--- src/rtl/cave_video_pkg.sv ---
// Shared video definitions for the frame pixel packer: default widths, the
// output-register FSM state type and the padding helper used on word completion.
package cave_video_pkg;

   localparam int PIXEL_WIDTH_DEF     = 16;
   localparam int WORD_WIDTH_DEF      = 64;
   localparam int PIXELS_PER_WORD_DEF = WORD_WIDTH_DEF / PIXEL_WIDTH_DEF;

   typedef enum logic {
      FILL      = 1'b0,
      HOLD_FULL = 1'b1
   } packer_state_t;

   // Slots whose mask bit is clear were never written for this line and get the pad pixel.
   function automatic logic [WORD_WIDTH_DEF-1:0] pad_word(
      input logic [WORD_WIDTH_DEF-1:0]      acc,
      input logic [PIXELS_PER_WORD_DEF-1:0] slot_mask,
      input logic [PIXEL_WIDTH_DEF-1:0]     pad_value
   );
      logic [WORD_WIDTH_DEF-1:0] word;
      word = acc;
      for (int i = 0; i < PIXELS_PER_WORD_DEF; i++) begin
         if (!slot_mask[i]) word[i*PIXEL_WIDTH_DEF +: PIXEL_WIDTH_DEF] = pad_value;
      end
      return word;
   endfunction

endpackage

--- src/rtl/frame_pixel_packer_if.sv ---
// Pixel-in / word-out bus of the frame pixel packer. The io_overflow member
// exists only when PACKER_OVERFLOW_DETECT_EN is defined.
interface frame_pixel_packer_if #(
   parameter int PIXEL_WIDTH = 16,
   parameter int WORD_WIDTH  = 64
);
   logic                   io_in_valid;
   logic [PIXEL_WIDTH-1:0] io_in_bits;
   logic                   io_in_last;
   logic                   io_out_valid;
   logic                   io_out_ready;
   logic [WORD_WIDTH-1:0]  io_out_bits;
   logic                   io_out_last;
   logic                   io_busy;
`ifdef PACKER_OVERFLOW_DETECT_EN
   logic                   io_overflow;

   // master is the packer itself; slave is the pixel source plus FIFO side.
   modport master (
      input  io_in_valid, io_in_bits, io_in_last, io_out_ready,
      output io_out_valid, io_out_bits, io_out_last, io_busy, io_overflow
   );
   modport slave (
      output io_in_valid, io_in_bits, io_in_last, io_out_ready,
      input  io_out_valid, io_out_bits, io_out_last, io_busy, io_overflow
   );
`else
   modport master (
      input  io_in_valid, io_in_bits, io_in_last, io_out_ready,
      output io_out_valid, io_out_bits, io_out_last, io_busy
   );
   modport slave (
      output io_in_valid, io_in_bits, io_in_last, io_out_ready,
      input  io_out_valid, io_out_bits, io_out_last, io_busy
   );
`endif
endinterface

--- src/rtl/packer_out_reg.sv ---
// Single-entry valid/ready holding register. A load arriving while the held
// entry transfers replaces it without a bubble; a load while stalled is ignored.
module packer_out_reg
   import cave_video_pkg::*;
#(
   parameter int WIDTH = WORD_WIDTH_DEF + 1
) (
   input  logic             clock,
   input  logic             reset,
   input  logic             load_valid,
   input  logic [WIDTH-1:0] load_data,
   input  logic             out_ready,
   output logic             out_valid,
   output logic [WIDTH-1:0] out_data
);

   packer_state_t state;

   // NOTE: sequential state uses non-blocking assignments so every register
   // samples the pre-edge values, independent of statement order.
   always_ff @(posedge clock) begin
      if (reset) begin
         state     <= FILL;
         out_valid <= 1'b0;
         out_data  <= '0;
      end else begin
         case (state)
            FILL: begin
               if (load_valid) begin
                  state     <= HOLD_FULL;
                  out_valid <= 1'b1;
                  out_data  <= load_data;
               end
            end
            HOLD_FULL: begin
               if (out_ready) begin
                  if (load_valid) begin
                     out_data <= load_data;
                  end else begin
                     state     <= FILL;
                     out_valid <= 1'b0;
                  end
               end
            end
         endcase
      end
   end

endmodule

--- src/rtl/frame_pixel_packer.sv ---
// Packs fixed-width pixels into words for the frame FIFO; line-end flushes a padded
// partial word. Define PACKER_OVERFLOW_DETECT_EN for the sticky io_overflow flag.
module frame_pixel_packer
   import cave_video_pkg::*;
#(
   parameter int                     PIXEL_WIDTH = PIXEL_WIDTH_DEF,
   parameter int                     WORD_WIDTH  = WORD_WIDTH_DEF,
   parameter logic [PIXEL_WIDTH-1:0] PAD_VALUE   = '0
) (
   input logic                  clock,
   input logic                  reset,
   frame_pixel_packer_if.master io
);

   localparam int PIXELS_PER_WORD = WORD_WIDTH / PIXEL_WIDTH;
   localparam int CNT_W           = $clog2(PIXELS_PER_WORD);

   logic [CNT_W-1:0]           count;
   logic [WORD_WIDTH-1:0]      acc;
   logic [WORD_WIDTH-1:0]      acc_next;
   logic [WORD_WIDTH-1:0]      word;
   logic [PIXELS_PER_WORD-1:0] slot_valid;
   logic [PIXELS_PER_WORD-1:0] mask_next;
   logic                       complete;
   logic                       out_valid;
   logic [WORD_WIDTH:0]        out_data;

   // NOTE: default assignment first so the partial update cannot infer a latch.
   always_comb begin
      acc_next = acc;
      acc_next[count*PIXEL_WIDTH +: PIXEL_WIDTH] = io.io_in_bits;
   end

   assign mask_next = slot_valid | (PIXELS_PER_WORD'(1) << count);
   assign complete  = io.io_in_valid & ((count == CNT_W'(PIXELS_PER_WORD - 1)) | io.io_in_last);
   assign word      = pad_word(acc_next, mask_next, PAD_VALUE);

   always_ff @(posedge clock) begin
      if (reset) begin
         count      <= '0;
         acc        <= '0;
         slot_valid <= '0;
      end else if (io.io_in_valid) begin
         if (complete) begin
            count      <= '0;
            acc        <= '0;
            slot_valid <= '0;
         end else begin
            count      <= count + CNT_W'(1);
            acc        <= acc_next;
            slot_valid <= mask_next;
         end
      end
   end

   // The accumulator restarts on completion even when the output register drops the word.
   packer_out_reg #(.WIDTH(WORD_WIDTH + 1)) u_out_reg (
      .clock      (clock),
      .reset      (reset),
      .load_valid (complete),
      .load_data  ({io.io_in_last, word}),
      .out_ready  (io.io_out_ready),
      .out_valid  (out_valid),
      .out_data   (out_data)
   );

   assign io.io_out_valid = out_valid;
   assign io.io_out_last  = out_data[WORD_WIDTH];
   assign io.io_out_bits  = out_data[WORD_WIDTH-1:0];
   assign io.io_busy      = (count != '0) | out_valid;

`ifdef PACKER_OVERFLOW_DETECT_EN
   logic        drop;
   logic [15:0] drop_count;

   assign drop = complete & out_valid & ~io.io_out_ready;

   always_ff @(posedge clock) begin
      if (reset) begin
         drop_count <= '0;
      end else if (drop && drop_count != 16'hFFFF) begin
         drop_count <= drop_count + 16'd1;
      end
   end

   // Saturating counter never wraps back to zero, so non-zero is the sticky flag.
   assign io.io_overflow = (drop_count != '0);
`endif

endmodule

--- src/flat_wrapper.sv ---
// flat-port wrapper written by rule: the top's interface ports become plain ports
module frame_pixel_packer_flat import cave_video_pkg::*;
#(
   parameter int                     PIXEL_WIDTH = PIXEL_WIDTH_DEF,
   parameter int                     WORD_WIDTH  = WORD_WIDTH_DEF,
   parameter logic [PIXEL_WIDTH-1:0] PAD_VALUE   = '0
)
  (clock, reset, io_io_in_valid, io_io_in_bits, io_io_in_last, io_io_out_ready, io_io_out_valid, io_io_out_bits, io_io_out_last, io_io_busy);
  frame_pixel_packer_if #(.PIXEL_WIDTH(PIXEL_WIDTH), .WORD_WIDTH(WORD_WIDTH)) io_i ();
  input logic clock;
  input logic reset;
  input wire logic [$bits(io_i.io_in_valid)-1:0] io_io_in_valid;
  input wire logic [$bits(io_i.io_in_bits)-1:0] io_io_in_bits;
  input wire logic [$bits(io_i.io_in_last)-1:0] io_io_in_last;
  input wire logic [$bits(io_i.io_out_ready)-1:0] io_io_out_ready;
  output wire logic [$bits(io_i.io_out_valid)-1:0] io_io_out_valid;
  output wire logic [$bits(io_i.io_out_bits)-1:0] io_io_out_bits;
  output wire logic [$bits(io_i.io_out_last)-1:0] io_io_out_last;
  output wire logic [$bits(io_i.io_busy)-1:0] io_io_busy;
  assign io_i.io_in_valid = io_io_in_valid;
  assign io_i.io_in_bits = io_io_in_bits;
  assign io_i.io_in_last = io_io_in_last;
  assign io_i.io_out_ready = io_io_out_ready;
  assign io_io_out_valid = io_i.io_out_valid;
  assign io_io_out_bits = io_i.io_out_bits;
  assign io_io_out_last = io_i.io_out_last;
  assign io_io_busy = io_i.io_busy;
  frame_pixel_packer #(.PIXEL_WIDTH(PIXEL_WIDTH), .WORD_WIDTH(WORD_WIDTH), .PAD_VALUE(PAD_VALUE)) u_core (.clock(clock), .reset(reset), .io(io_i));
endmodule
--- config.mk ---
export PLATFORM = sky130hd
export DESIGN_NAME = frame_pixel_packer_flat
export DESIGN_NICKNAME = d
export VERILOG_FILES = /design/src/rtl/cave_video_pkg.sv /design/src/rtl/frame_pixel_packer_if.sv /design/src/rtl/packer_out_reg.sv /design/src/rtl/frame_pixel_packer.sv /design/src/flat_wrapper.sv
export SDC_FILE = /design/constraint.sdc
export NUM_CORES = 1
export LEC_CHECK = 0
export ABC_AREA = 1
export CAP_MARGIN = 40
export CORE_UTILIZATION = 45
export DETAILED_ROUTE_END_ITERATION = 16
export MAX_ROUTING_LAYER = met4
export PLACE_DENSITY = 0.67
export REMOVE_ABC_BUFFERS = 1
export SETUP_SLACK_MARGIN = 0.05
export SLEW_MARGIN = 20
export SYNTH_ARGS = -nofsm -noshare
export SYNTH_HDL_FRONTEND = slang
export SYNTH_HIERARCHICAL = 1
export SYNTH_SLANG_ARGS = --single-unit
--- constraint.sdc ---
create_clock -name clock -period 2.8 [get_ports clock]
set_input_delay 0.7 -clock clock [delete_from_list [all_inputs] [get_ports clock]]
set_output_delay 0.7 -clock clock [all_outputs]
set_load 0.03 [all_outputs]
==> results_dict.tcl, run 1 <==
set metrics [dict create \
    layout_setup_ws_ns 0.311 \
    peakVddDrop_uv 379 \
    synth-seq-area-share_pct 38.7 \
    dieHeight_um 127 \
    min_path_type "reg -> reg" \
    p_total_mw 5.09 \
    met3_usage_pct 4.23 \
    clkPwrFrac_pct 44.3 \
    slew_headroom_pct 54.5 \
    rows 45 \
    cpPeakStageDelay_ns 0.37 \
    first_iter_violations 409 \
    final_cell_mix "nand2_1 (344), a21oi_1 (184), dfxtp_1 (137)" \
    yosysUniqueCellTypes 23 \
    seq_power_share_pct 40.5 \
    grt_pass1_wl_um 29300 \
    ios 88 \
    syn_inst 1118 \
    use_met2_pct 36.4 \
    cts-root-buf "clkbuf_16" \
    fp.dieW_um 127 \
    crit_fanout 11 \
    ant_nets 0 \
    cts_num_sinks 137 \
    start_util_pct 46.4 \
    port_buffers 87 \
    grt_pass1_vias 6020 \
    crit_chain "clkinv_1, ha_1, inv_2, or2_2, buf_4" \
    finalNonFillerCells 1390 \
    post-route-period-util_pct 88.9 \
    grt_use_total_pct 23.2 \
    p_int_mw 3.72 \
    critPathCaptureType "output pin" \
    route.detailed.drc 0 \
    routabilityCongestion 0.822 \
    worst_pin_slew_ns 0.683 \
    area_growth_syn_to_layout_pct 21.4 \
    hold_buffers 0 \
    fmax_mhz 402 \
    maxCapViolCount 0 \
    cts_tree "built" \
    n_antenna_cell 0 \
    layout_commonest_cell "nand2_1" \
    antenna_found_initial 0 \
    required_ns 2.10 \
    drv_slew 0 \
    path_clk_slew_ns 0.06 \
    coreArea_mm2 0.0153 \
    busiest_layer "met2" \
    overflow 0 \
    synth_seq_cells 137 \
    dp_hpwl_um 11300 \
    postCtsResizedCells 0 \
    fin_hold_ws_ns 0.431 \
    h-tree-depth 4 \
    grt_max_degree 70 \
    yosysWarnings 6 \
    clk_latency_ns 0.42 \
    period_needed_ns 2.49 \
    syn-cell-area_mm2 0.00708 \
    drive_gt1_share_pct 6.02 \
    clockBufferDepth 2 \
    setup_violations 0 \
    rsz0062_at_grt "false" \
    cp.arrival_ns 1.79 \
    postCtsSetupBuffers 0 \
    layout.nets 1196 \
    outcome "completed" \
    slowest_stage "ha_1" \
    leakage_nw 3.51 \
    setup_tns_ns 0 \
    viasPerCell 4.91 \
    met1_usage_pct 29.8 \
    via_count 6819 \
    switching_share_pct 26.9 \
    drt-pass1-iter-count 5 \
    hold_violations 0 \
    skew_ns 0.00776 \
    dp_cells 1359 \
    synth.avg_cell_area_um2 6.33 \
    wl_per_cell_um 12.7 \
    preCtsSetupSlack_ns 0.404 \
    comb_power_share_pct 15.3 \
    pwr_density_cell_mw_per_mm2 592 \
    p_switching_mw 1.37 \
    numCtsBuffers 17 \
    startpoint_type "register" \
    critical_path_class "reg -> out" \
    die-area_mm2 0.0162 \
    routed_wl_um 17700 \
]
==> power groups by stage <==
stage                     sequential (mW)  clock, mW  combinational (mW)
after global routing                 2.07       2.38               0.853
final                                2.06       2.25               0.777
after global placement               2.10          0               0.773
after CTS                            2.06       2.29               0.777
after detailed placement             2.10          0               0.774
after floorplan                      2.22          0               0.355
==> final timing paths <==
kind | startpoint | to | slack (ns) | depth (start not counted)
worst max-delay path | u_core/count[0]$_SDFFE_PP0P_ | io_io_busy | 0.31 | 5
worst min-delay path | u_core/slot_valid[3]$_SDFFE_PP0P_ | u_core/slot_valid[3]$_SDFFE_PP0P_ | 0.43 | 2
worst max register to register | u_core/count[0]$_SDFFE_PP0P_ | u_core/u_out_reg/out_data[6]$_SDFFE_PP0P_ | 0.41 | 11
worst min register to register | u_core/slot_valid[3]$_SDFFE_PP0P_ | u_core/slot_valid[3]$_SDFFE_PP0P_ | 0.43 | 2
==> kinds of logic (layout without fill, tap and decap cells) <==
group / after synthesis / in the layout / share of synthesized area [%]
fa+ha+maj: 8 / 8 / 1.41
buf+inv: 208 / 269 / 13.2
simple gates: 565 / 565 / 32.5
compound gates: 200 / 200 / 14.2
flops: 137 / 137 / 38.7
==> layer usage <==
layer / up-vias / share of wire, %
li1: 3579 / -
met1: 3068 / 49
met2: 145 / 45
met3: 27 / 4.0
met4: 0 / 2.0
met5: - / 0
==> worst max-delay path, delay by kind of cell (launching register included) <==
family                   cells  cell delay (ns)
buffers and inverters        3             0.53
adder cells (fa/ha/maj)      1             0.37
flip-flops                   1             0.33
AND/OR/NAND/NOR              1             0.12
==> state kept, by name, summed over array words and instances (netlist names) <==
register and flops:
u_core/u_out_reg/out_valid 1, u_core/count 2, u_core/acc 64, u_core/u_out_reg/out_data 65, u_core/u_out_reg/state 1, u_core/slot_valid 4
==> cell usage after synthesis (all sizes together) <==
cell | n | share of area (%)
a21oi | 184 | 13
dfxtp | 137 | 39
a211oi | 1 | 0.11
nor2 | 117 | 6.7
clkinv | 2 | 0.11
clkbuf | 22 | 1.2
nand3 | 95 | 6.7
ha | 8 | 1.4
nand2 | 350 | 19
buf | 53 | 4.9
o21ai | 14 | 0.99
nor3 | 1 | 0.14
o21bai | 1 | 0.11
or2 | 2 | 0.18
inv | 131 | 6.9
==> area by class of cell <==
cell class / count / area (µm²)
clock buffer: 24 / 502
clock inverter: 7 / 90.1
fill: 1522 / 6660
inverter: 133 / 499
multi-input combinational: 773 / 3420
sequential: 137 / 2740
tap: 211 / 264
timing repair buffer: 105 / 1070
==> stage by stage <==
stage | area [µm²] | utilization (%)
after global placement | 8000 | 52.4
after global routing | 8590 | 56.3
after floorplan | 6650 | -
after detailed placement | 8000 | 52.4
final | 8590 | 56.3
after CTS | 8590 | 56.3
No activity file was read; power rests on OpenSTA's default activity.
==> run 2: changes to the inputs <==
--- a/config.mk
+++ b/config.mk
@@ -7,10 +7,11 @@
 export LEC_CHECK = 0
 export ABC_AREA = 1
 export CAP_MARGIN = 40
-export CORE_UTILIZATION = 45
+export CORE_UTILIZATION = 56
+export CTS_CLUSTER_SIZE = 25
 export DETAILED_ROUTE_END_ITERATION = 16
 export MAX_ROUTING_LAYER = met4
-export PLACE_DENSITY = 0.67
+export PLACE_DENSITY = 0.8
 export REMOVE_ABC_BUFFERS = 1
 export SETUP_SLACK_MARGIN = 0.05
 export SLEW_MARGIN = 20
==> results_dict.tcl, run 2 (synthesis gave the netlist of run 1 again) <==
set metrics [dict create \
    outcome "completed" \
    reg_top3 "u_core/u_out_reg/out_data (65), u_core/acc (64), u_core/slot_valid (4)" \
    switching_share_pct 25.7 \
    grt_use_total_pct 28.9 \
    setup_violations 0 \
    slew_headroom_pct 55.4 \
    required_ns 2.10 \
    post-route-period-util_pct 90.1 \
    overflow 0 \
    pwr_density_cell_mw_per_mm2 605 \
    grt_pass1_wl_um 29100 \
    fp.dieW_um 114 \
    critPathCaptureType "output pin" \
    cts_tree "built" \
    h-tree-depth 4 \
    drt-pass1-iter-count 5 \
    hold_violations 0 \
    routabilityCongestion 0.842 \
    clk_latency_ns 0.42 \
    hold_buffers 0 \
    antenna_found_initial 0 \
    clockBufferDepth 2 \
    cp_top_family "buffers and inverters" \
    crit_chain "clkinv_1, ha_1, inv_2, or2_2, buf_4" \
    worst_pin_slew_ns 0.666 \
    route.detailed.drc 0 \
    layout.nets 1196 \
    via_count 6934 \
    drv_slew 0 \
    dp_cells 1316 \
    fmax_mhz 396 \
    first_iter_violations 568 \
    slowest_stage "ha_1" \
    rows 40 \
    rsz0062_at_grt "false" \
    period_needed_ns 2.52 \
    fin_hold_ws_ns 0.456 \
    dp_hpwl_um 11200 \
    cts-root-buf "clkbuf_16" \
    cp.arrival_ns 1.82 \
    wl_per_cell_um 13.0 \
    routed_wl_um 17500 \
    skew_ns 0.00512 \
    port_buffers 87 \
    final_cell_mix "nand2_1 (344), a21oi_1 (184), dfxtp_1 (137)" \
    dieHeight_um 114 \
    clkPwrFrac_pct 45.3 \
    p_switching_mw 1.33 \
    maxCapViolCount 0 \
    grt_pass1_vias 6268 \
    largest_reg_flops 65 \
    cpPeakStageDelay_ns 0.39 \
    n_antenna_cell 0 \
    die-area_mm2 0.0131 \
    ant_nets 0 \
    numCtsBuffers 17 \
    regMostFlops "u_core/u_out_reg/out_data" \
    critical_path_class "reg -> out" \
    area_growth_syn_to_layout_pct 21.1 \
    comb_power_share_pct 14.9 \
    postCtsResizedCells 0 \
    min_path_type "reg -> reg" \
    grt_max_degree 69 \
    viasPerCell 5.15 \
    leakage_nw 3.53 \
    layout_commonest_cell "nand2_1" \
    reg2reg_slack_ns 0.36 \
    cts_num_sinks 137 \
    finalNonFillerCells 1347 \
    crit_fanout 11 \
    start_util_pct 58.2 \
    startpoint_type "register" \
    path_buf_inv 3 \
    coreArea_mm2 0.0122 \
    drive_gt1_share_pct 6.02 \
    postCtsSetupBuffers 0 \
    ios 88 \
    peakVddDrop_uv 403 \
    path_clk_slew_ns 0.05 \
    seq_power_share_pct 39.7 \
    p_int_mw 3.85 \
]
run 2: cell types whose count changed in the layout (fill, tap and decap cells not counted), sizes merged:
cell and delta:
clkinv +2, clkbuf -2, bufinv +2, clkinvlp -2
run 2: worst paths after layout:
kind / end / start / cells after the start
max: io_io_busy / u_core/count[0]$_SDFFE_PP0P_ / 5
min: u_core/slot_valid[3]$_SDFFE_PP0P_ / u_core/slot_valid[3]$_SDFFE_PP0P_ / 2
max reg2reg: u_core/u_out_reg/out_data[7]$_SDFFE_PP0P_ / u_core/count[0]$_SDFFE_PP0P_ / 11
min reg2reg: u_core/slot_valid[3]$_SDFFE_PP0P_ / u_core/slot_valid[3]$_SDFFE_PP0P_ / 2
run 2: metrics by stage:
step	util, %	cell area [µm²]	setup TNS, ns	power (mW)	worst slack (ns)
floorplan	-	6650	-226.62	2.58	-3.02
global placement	65.1	7920	0	2.86	0.453
finish	70.5	8570	0	5.18	0.276
global route	70.5	8570	0	5.40	0.183
detailed placement	65.4	7950	0	2.87	0.421
CTS	70.5	8570	0	5.22	0.275
run 2: cell type report:
class / count / area [µm²]
sequential: 137 / 2740
multi-input combinational: 773 / 3420
inverter: 133 / 499
timing repair buffer: 105 / 1080
tap: 168 / 210
fill: 1034 / 3590
clock buffer: 22 / 474
clock inverter: 9 / 145
run 2: tightest hold or removal path, stage by stage (launching register included):
cell     delay [ns]
dfxtp_1        0.32
inv_1          0.06
nor2_1         0.04
run 2: layer usage:
metal / track usage [%] / part of all wire (%)
met2: 46.9 / 47
met4: 13.5 / 2.7
met5: - / 0
met3: 5.19 / 4.9
met1: 34.8 / 45
run 2: power by group through the flow:
stage          logic, mW  registers [mW]  clock network (mW)
6_report           0.775            2.06                2.35
5_1_grt            0.845            2.07                2.48
4_1_cts            0.773            2.06                2.39
3_5_place_dp       0.766            2.10                   0
3_3_place_gp       0.756            2.10                   0
2_1_floorplan      0.355            2.22                   0
==> run 3: changes to the inputs <==
--- a/config.mk
+++ b/config.mk
@@ -19,3 +19,4 @@
 export SYNTH_HDL_FRONTEND = slang
 export SYNTH_HIERARCHICAL = 1
 export SYNTH_SLANG_ARGS = --single-unit
+export TNS_END_PERCENT = 30
==> results of run 3 <==
Final layout, timing and power as in run 2 (identical DEF).
